<file path="config.mk">
export PLATFORM = sky130hd
export DESIGN_NAME = lut_event_monitor
export DESIGN_NICKNAME = d
export VERILOG_FILES = /design/src/rtl/lut_event_monitor.sv
export SDC_FILE = /design/constraint.sdc
export NUM_CORES = 1
export LEC_CHECK = 0
export ABC_AREA = 1
export CAP_MARGIN = 20
export CORE_MARGIN = 5
export CORE_UTILIZATION = 31
export DETAILED_ROUTE_END_ITERATION = 12
export HOLD_SLACK_MARGIN = 0.1
export PLACE_DENSITY = 0.51
export SYNTH_ARGS = -nofsm -noshare
export SYNTH_HDL_FRONTEND = slang
export SYNTH_SLANG_ARGS = --single-unit
</file>
<file path="constraint.sdc">
create_clock -name clock0 -period 4.1 [get_ports clock0]
set_input_delay 0.41 -clock clock0 [delete_from_list [all_inputs] [get_ports clock0]]
set_output_delay 0.41 -clock clock0 [all_outputs]
set_load 0.01 [all_outputs]
</file>
<file path="src/rtl/lut_event_monitor.sv">
// lut_event_monitor
// Sequential consumer of the registered 6-input AND detector. It re-registers
// the detect bit, counts its rising edges in a saturating counter and flags a
// sticky hit once the detect has stayed high for RUN_LEN consecutive samples.
module lut_event_monitor #(
  parameter int unsigned CNT_WIDTH = 16,  // legal range 4..32
  parameter int unsigned RUN_LEN   = 4    // legal range 2..255
) (
  input  logic                 clock0,
  input  logic                 reset,
  input  logic                 enable,
  input  logic                 clear,
  input  logic                 det_in,
  output logic                 edge_pulse,
  output logic [CNT_WIDTH-1:0] event_count,
  output logic                 count_sat,
  output logic                 run_hit,
  output logic                 run_active
);

  typedef enum logic [1:0] {
    IDLE  = 2'd0,
    ARMED = 2'd1,
    RUN   = 2'd2,
    HIT   = 2'd3
  } state_e;

  localparam logic [CNT_WIDTH-1:0] CNT_MAX  = {CNT_WIDTH{1'b1}};
  localparam logic [7:0]           RUN_LAST = 8'(RUN_LEN - 1);

  // Two-stage input pipeline: det_q is the current sample, det_dly_q the
  // previous one. Both run free of enable so re-enabling into a high detect
  // does not fabricate an edge.
  logic det_q, det_dly_q;

  state_e               state_q, state_d;
  logic [7:0]           run_cnt_q, run_cnt_d;
  logic [CNT_WIDTH-1:0] cnt_q, cnt_d;
  logic                 sat_q, sat_d;
  logic                 hit_q, hit_d;
  logic                 pulse_q, pulse_d;
  logic                 rise;

  // Next-state logic: clear beats disable, disable beats normal operation.
  always_comb begin
    // NOTE: every signal assigned here gets a default first, so no path can
    // leave one unassigned and infer a latch.
    rise      = det_q & ~det_dly_q & enable;
    state_d   = state_q;
    run_cnt_d = run_cnt_q;
    cnt_d     = cnt_q;
    sat_d     = sat_q;
    hit_d     = hit_q;
    pulse_d   = rise;

    if (clear) begin
      // A rise landing on the clear cycle is dropped, pulse included.
      cnt_d     = '0;
      sat_d     = 1'b0;
      hit_d     = 1'b0;
      pulse_d   = 1'b0;
      run_cnt_d = '0;
      state_d   = enable ? ARMED : IDLE;
    end else if (!enable) begin
      // Count, saturation flag and sticky hit all hold while disabled.
      state_d   = IDLE;
      run_cnt_d = '0;
      pulse_d   = 1'b0;
    end else begin
      // Saturating counter: never wraps past all-ones.
      if (rise && (cnt_q != CNT_MAX)) begin
        cnt_d = cnt_q + 1'b1;
      end
      sat_d = sat_q | (cnt_d == CNT_MAX);

      unique case (state_q)
        IDLE: state_d = ARMED;
        ARMED: begin
          if (det_q) begin
            state_d   = RUN;
            run_cnt_d = 8'd1;
          end
        end
        RUN: begin
          if (!det_q) begin
            state_d   = ARMED;
            run_cnt_d = '0;
          end else if (run_cnt_q == RUN_LAST) begin
            state_d   = HIT;
            run_cnt_d = '0;
            hit_d     = 1'b1;
          end else begin
            run_cnt_d = run_cnt_q + 8'd1;
          end
        end
        HIT: state_d = HIT;
        default: begin
          state_d   = IDLE;
          run_cnt_d = '0;
        end
      endcase
    end
  end

  // State and datapath registers with synchronous active-high reset.
  always_ff @(posedge clock0) begin
    // NOTE: sequential state uses non-blocking assignments so every register
    // samples the pre-edge values, independent of statement order.
    if (reset) begin
      det_q     <= 1'b0;
      det_dly_q <= 1'b0;
      state_q   <= IDLE;
      run_cnt_q <= '0;
      cnt_q     <= '0;
      sat_q     <= 1'b0;
      hit_q     <= 1'b0;
      pulse_q   <= 1'b0;
    end else begin
      det_q     <= det_in;
      det_dly_q <= det_q;
      state_q   <= state_d;
      run_cnt_q <= run_cnt_d;
      cnt_q     <= cnt_d;
      sat_q     <= sat_d;
      hit_q     <= hit_d;
      pulse_q   <= pulse_d;
    end
  end

  assign edge_pulse  = pulse_q;
  assign event_count = cnt_q;
  assign count_sat   = sat_q;
  assign run_hit     = hit_q;
  assign run_active  = (state_q == RUN);

endmodule

</file>
==> results of run 1 <==
per-stage QoR:
step | cell area [sq um] | utilization, %
2_1_floorplan | 1889 | -
3_3_place_gp | 2216 | 37.43
3_5_place_dp | 2216 | 37.43
4_1_cts | 2349 | 39.67
5_1_grt | 2349 | 39.67
6_report | 2349 | 39.67
cells by family after synthesis:
family | Yosys count | share of synthesized area, %
xor+xnor | 4 | 2.252
simple gates | 182 | 46.89
buf+inv | 47 | 9.471
flops | 31 | 32.85
compound gates | 20 | 7.219
fa+ha+maj | 2 | 1.324
layout by cell type (no fill, tap or decap), types with 5 or more instances in the layout:
cell | netlist | routed
a21oi_1 | 5 | 5
clkbuf_8 | 0 | 5
clkdlybuf4s50_1 | 0 | 24
dfxtp_1 | 31 | 31
inv_1 | 39 | 39
inv_2 | 5 | 5
nand2_1 | 72 | 72
nand3_1 | 22 | 22
nand4_1 | 5 | 5
nor2_1 | 53 | 53
nor2_4 | 6 | 6
nor3_1 | 7 | 7
power breakdown:
part	switching, uW	leakage [uW]	internal, uW
combinational	24.8	0.000671	15.7
clock	120	0.0000654	243
sequential	5.23	0.000251	305
total	150	0.000987	563
tightest hold or removal path: stages, from the launching register on:
cell	delay [ns]
dfxtp_1	0.32
inv_1	0.07
a21oi_2	0.05
flip-flops by register name, summed over array words and instances, names as in the netlist:
register     flops
event_count     16
run_cnt_q        8
state_q          2
count_sat        1
det_dly_q        1
det_q            1
edge_pulse       1
run_hit          1
metal layers:
| metal | vias up | share of wire, % | global-route usage (%) |
|---|---|---|---|
| met5 | - | 0 | 0 |
| met4 | 0 | 0.82 | 3.297 |
| met1 | 787 | 47 | 15.85 |
| met3 | 5 | 4.0 | 3.951 |
| met2 | 22 | 49 | 23.36 |
| li1 | 953 | - | - |
worst paths after layout:
path,startpoint,slack (ns),depth (start not counted),end
max,enable,2.06,13,count_sat
min,count_sat,0.47,2,count_sat
max reg2reg,event_count[0],2.10,11,count_sat
min reg2reg,count_sat,0.47,2,count_sat
area by class of cell:
type                       count  area (sq um)
clock inverter                 2         60.06
clock buffer                   6         72.57
fill                         615          3572
tap                           75         93.84
multi-input combinational    208          1090
inverter                      45         171.4
sequential                    31         620.6
timing repair buffer          24         240.2
==> summary.txt, run 1 <==
Global route
  • Initial antenna violation count: 0
  • Number of global-route vias before repair: 1786
  • GRT Total Usage: 13.28%
  • Congestion Overflow GR: 0
  • First-pass GRT wire length: 7969 um
  • Largest net degree at the start of global routing: 21

Logic synthesis
  • Ys flop type: dfxtp_1
  • Yosys top cell by area: dfxtp_1
  • Asr flop ratio synth: 0%
  • Synth warn: 0
  • Yosys top cell area share: 32.85%
  • #FFs+latches synth: 31
  • Distinct cells, synth: 31
  • Mapped Avg Cell Area: 6.606 sq um
  • Most frequent cell after synthesis: nand2_1
  • Post-synth top cells: nand2_1, nor2_1, inv_1
  • EDFF count, synth: 0
  • Syn Inst Count: 286
  • Synth Cell Area: 1889 sq um
  • Sequential fraction of the synthesis area: 32.85%
  • Syn_nets: 293
  • Synth top area cells: dfxtp_1, nand2_1, nor2_1, inv_1, nand3_1

Flow run
  • Max-cap violation count: 0

Power and ir drop
  • Total power: 713.6 uW
  • Peak VDD IR: 0.1391 mV
  • Cell Pwr Density: 303.9 nW/um^2
  • Lkg Pwr: 0.0009869 uW

Clock network
  • CTS Buf Count: 5
  • Num Clock Sinks: 31
  • H-Tree Depth: 2
  • Maximum clock insertion buffer count: 2
  • Cts-stage hold buffer count: 0
  • Worst skew pair latency: 0.28 ns
  • Worst-path clk slew: 0.07 ns
  • TritonCTS clock tree: built
  • CTS root buffer: clkbuf_8
  • Post-CTS Setup Bufs: 0
  • # resized after CTS: 0

Placed design
  • Final GP Congestion: 0.8294
  • Post-Place Setup Slack: 1.763 ns
  • Placed cell count: 383
  • Port Buffers: 24
  • Post-DP HPWL: 3487 um

STA
  • Worst-margin pin slew: 0.6365 ns
  • Max Fclk: 0.4896 GHz
  • Final WS setup: 2.057 ns
  • Final Critical Period: 2.043 ns
  • Setup TNS: 0 ns
  • Hold Slack: 0.4743 ns
  • Setup-failing EPs final: 0
  • Period utilization: 49.82%
  • Slew Limit Fails: 0
  • Hold Violations, Final: 0
  • Max Clock Skew: 0.004425 ns
  • RSZ-0062 raised after global routing: no
  • Max_slew headroom: 57.12%

Cells and area
  • Share of cells above drive strength 1: 12.34%
  • Ant diodes: 0
  • Nets@finish: 322
  • Final non-filler cell total: 391
  • Area growth, synth to finish: 24.30%

Worst setup path
  • CP required: 4.31 ns
  • Buf/Inv on CP: 1
  • Worst path cell trace: clkdlybuf4s50_1 > nand2_2 > nor2_8 > nand3_1 > nor2_1 > nand2_1 > nand2_1 > nand2_1 > nor2_1 > nand3_1 > nor2_1 > nand2_1 > a21oi_2
  • CP max FO: 6
  • CP Capture Type: register
  • Slowest CP cell: clkdlybuf4s50_1
  • CP delay by family, top: simple AND/OR/NAND/NOR gates
  • CP max stage delay: 0.57 ns
  • Startpoint Class: input port
  • Critical path class: in2reg
  • WP data arrival: 2.25 ns
  • Crit path top cell by count: nand2_1

Drt
  • Post-route antenna net violation count: 0
  • Initial DRC count: 87
  • Routed wire length per instance: 11.21 um
  • Routed vias/inst: 4.519
  • Via count: 1767
  • DR DRC count: 0
  • DR pass1 iterations: 4
  • Total Wirelength: 4382 um

Die
  • # rows: 28
  • Die width: 88.07 um
  • Ports: 25
  • DIE HEIGHT: 88.07 um
  • Starting density of the core: 31.91%
  • Die Footprint: 7755 sq um
  • CORE AREA: 5921 sq um

Worst hold path
  • Hold Crit Class: reg2reg

Outcome
  • Status: finished clean
(Power assumes the default switching activity.)
==> inputs of run 2 (changes only) <==
Clock period 4.1 ns to 1.9 ns, I/O delays scaled along.
==> summary.txt, run 2 (synthesized netlist as in run 1, its figures left out) <==
Power and ir drop
  • Lkg Pwr: 0.001112 uW (+13%)
  • Cell Pwr Density: 498.1 nW/um^2 (+64%)
  • Peak VDD IR: 0.2121 mV (+53%)

Cells and area
  • Share of cells above drive strength 1: 21.16% (+8.8 points)
  • Nets@finish: 353 (+9.6%)
  • Ant diodes: 0 (unchanged)
  • Most frequent cells in the layout: nand2_1, nor2_1, inv_1
  • Max FFs per register: 16 (unchanged)
  • Commonest non-fill, non-tap cell in the layout: nand2_1
  • Final non-filler cell total: 420 (+7.4%)
  • Area growth, synth to finish: 33.97%
  • Layout filler cell count: 610 (-0.81%)

Placed design
  • Final GP Congestion: 0.8129 (-2.0%)
  • Post-Place Setup Slack: -0.04974 ns (-1.812 ns)
  • Post-DP HPWL: 3924 um (+13%)
  • Placed cell count: 414 (+8.1%)
  • Port Buffers: 24 (unchanged)

Die
  • Die width: 88.07 um (unchanged)
  • CORE AREA: 5921 sq um (unchanged)
  • # rows: 28 (unchanged)
  • Ports: 25 (unchanged)
  • Die Footprint: 7755 sq um (unchanged)
  • Starting density of the core: 31.91% (unchanged)
  • DIE HEIGHT: 88.07 um (unchanged)

Global route
  • Gr busiest metal: met2
  • Met1 GRT Util: 16.53% (+0.69 points)
  • GR Util met3: 3.669% (-0.28 points)
  • Largest net degree at the start of global routing: 20 (-4.8%)
  • Initial antenna violation count: 0 (unchanged)
  • GRT Total Usage: 13.77% (+0.49 points)
  • Number of global-route vias before repair: 1826 (+2.2%)
  • First-pass GRT wire length: 8217 um (+3.1%)
  • Congestion Overflow GR: 0 (unchanged)
  • Met2 Use GR: 23.84% (+0.48 points)

Worst setup path
  • CP Capture Type: register
  • WP data arrival: 1.95 ns (-0.30 ns)
  • CP required: 2.12 ns (-2.19 ns)
  • Critical R2R Launch: event_count[0]
  • Critical path class: reg2reg
  • Startpoint Class: register
  • CP max stage delay: 0.34 ns (-0.23 ns)
  • CP max FO: 3 (-3)
  • CP delay by family, top: simple AND/OR/NAND/NOR gates
  • FF-to-FF End: count_sat
  • Reg2Reg Setup Slack: 0.17 ns (-1.93 ns)
  • Worst path cell trace: ha_2 > inv_2 > nor2_8 > buf_4 > nand4_1 > nand3_1 > nand2_1 > nor2_1 > nand3_1 > nor2_1 > nand2_1 > a21oi_2
  • Worst R2R Path Depth: 12 (+1)
  • Slowest CP cell: dfxtp_1
  • Buf/Inv on CP: 2 (+1)
  • Critical Path Stages: 12 (-1)

STA
  • Setup-failing EPs final: 0 (unchanged)
  • Hold Slack: 0.4272 ns (-0.04712 ns)
  • Max Fclk: 0.5784 GHz
  • Hold Violations, Final: 0 (unchanged)
  • Max_slew headroom: 83.49% (+26 points)
  • Final Critical Period: 1.729 ns
  • RSZ-0062 raised after global routing: no
  • Final WS setup: 0.1711 ns (-1.886 ns)
  • Period utilization: 90.99%
  • Slew Limit Fails: 0 (unchanged)
  • Worst-margin pin slew: 0.2467 ns (-0.3898 ns)
  • Max Clock Skew: 0.009609 ns (+0.005183 ns)

Clock network
  • Worst skew pair latency: 0.28 ns (about the same)
  • Post-CTS Setup Bufs: 0 (unchanged)
  • CTS Buf Count: 5 (unchanged)
  • Worst-path clk slew: 0.07 ns (about the same)
  • TritonCTS clock tree: built
  • # resized after CTS: 0 (unchanged)
  • H-Tree Depth: 2 (unchanged)
  • CTS root buffer: clkbuf_8
  • Cts-stage hold buffer count: 0 (unchanged)
  • Maximum clock insertion buffer count: 2 (unchanged)
  • Num Clock Sinks: 31 (unchanged)

Drt
  • Total Wirelength: 4807 um (+9.7%)
  • DR DRC count: 0 (unchanged)
  • Routed wire length per instance: 11.45 um (+2.1%)
  • Via count: 1864 (+5.5%)
  • Post-route antenna net violation count: 0 (unchanged)
  • Routed vias/inst: 4.438 (-1.8%)
  • Initial DRC count: 59 (-32%)
  • DR pass1 iterations: 5 (+1)

Worst hold path
  • Hold depth: 3 (+1)
  • Min-delay src: det_in
  • WHS Endpoint: det_q
  • Hold Crit Class: in2reg

Outcome
  • Status: finished clean

Flow run
  • Max-cap violation count: 0 (unchanged)
-- run 2: cell count changes in the layout (fill, tap and decap cells not counted) --
cell / previous run / this run
nor2_2: 4 / 6
dfxtp_2: 0 / 2
dfxtp_1: 31 / 29
ha_1: 2 / 1
buf_4: 0 / 31
ha_2: 0 / 1
bufinv_16: 2 / 0
nor2_1: 53 / 51
-- run 2: worst register-to-register path, cell delays in order (launching register included) --
cell	delay (ns)
dfxtp_1	0.34
ha_2	0.20
inv_2	0.06
nor2_8	0.14
buf_4	0.14
nand4_1	0.13
nand3_1	0.11
nand2_1	0.08
nor2_1	0.10
nand3_1	0.09
nor2_1	0.09
nand2_1	0.07
a21oi_2	0.11
-- run 2: final cells by class --
type | instances | area (sq um) | share of cell area, %
multi-input cells | 208 | 1097 | 43.35
flip-flops and latches | 31 | 623.1 | 24.62
repair buffers | 55 | 473.0 | 18.69
inverters | 45 | 171.4 | 6.772
well taps | 75 | 93.84 | 3.707
clock buffers | 6 | 72.57 | 2.867
-- run 2: metrics by stage --
stage | area (sq um) | setup TNS [ns] | power [uW] | util, %
6_report | 2531 | 0 | 1261 | 42.75
4_1_cts | 2521 | 0 | 1288 | 42.58
5_1_grt | 2531 | 0 | 1316 | 42.75
3_5_place_dp | 2449 | -0.04974 | 792.7 | 41.36
3_3_place_gp | 2449 | -0.06724 | 793.2 | 41.36
2_1_floorplan | 1889 | 0 | 738.4 | -
-- run 2: report_power, final --
part | switching, uW | internal, uW | leakage, uW
Clock | 240 | 244 | 0.0000371
Combinational | 60.7 | 49.6 | 0.000824
Sequential | 7.91 | 658 | 0.000252
-- run 2: how the worst max path moves through the flow --
stage	slack, ns	endpoint	startpoint
global route	0.009	count_sat	event_count[0]
CTS	0.14	count_sat	event_count[0]
global placement	-0.07	count_sat	enable
detailed placement	-0.05	count_sat	enable
floorplan	0.16	count_sat	event_count[0]
finish	0.17	count_sat	event_count[0]
-- run 2: metal layers --
metal | part of all wire [%] | routed length, um
met2 | 48 | 2323
met5 | 0 | 0
met3 | 4.3 | 209
met4 | 1.3 | 63
met1 | 46 | 2211
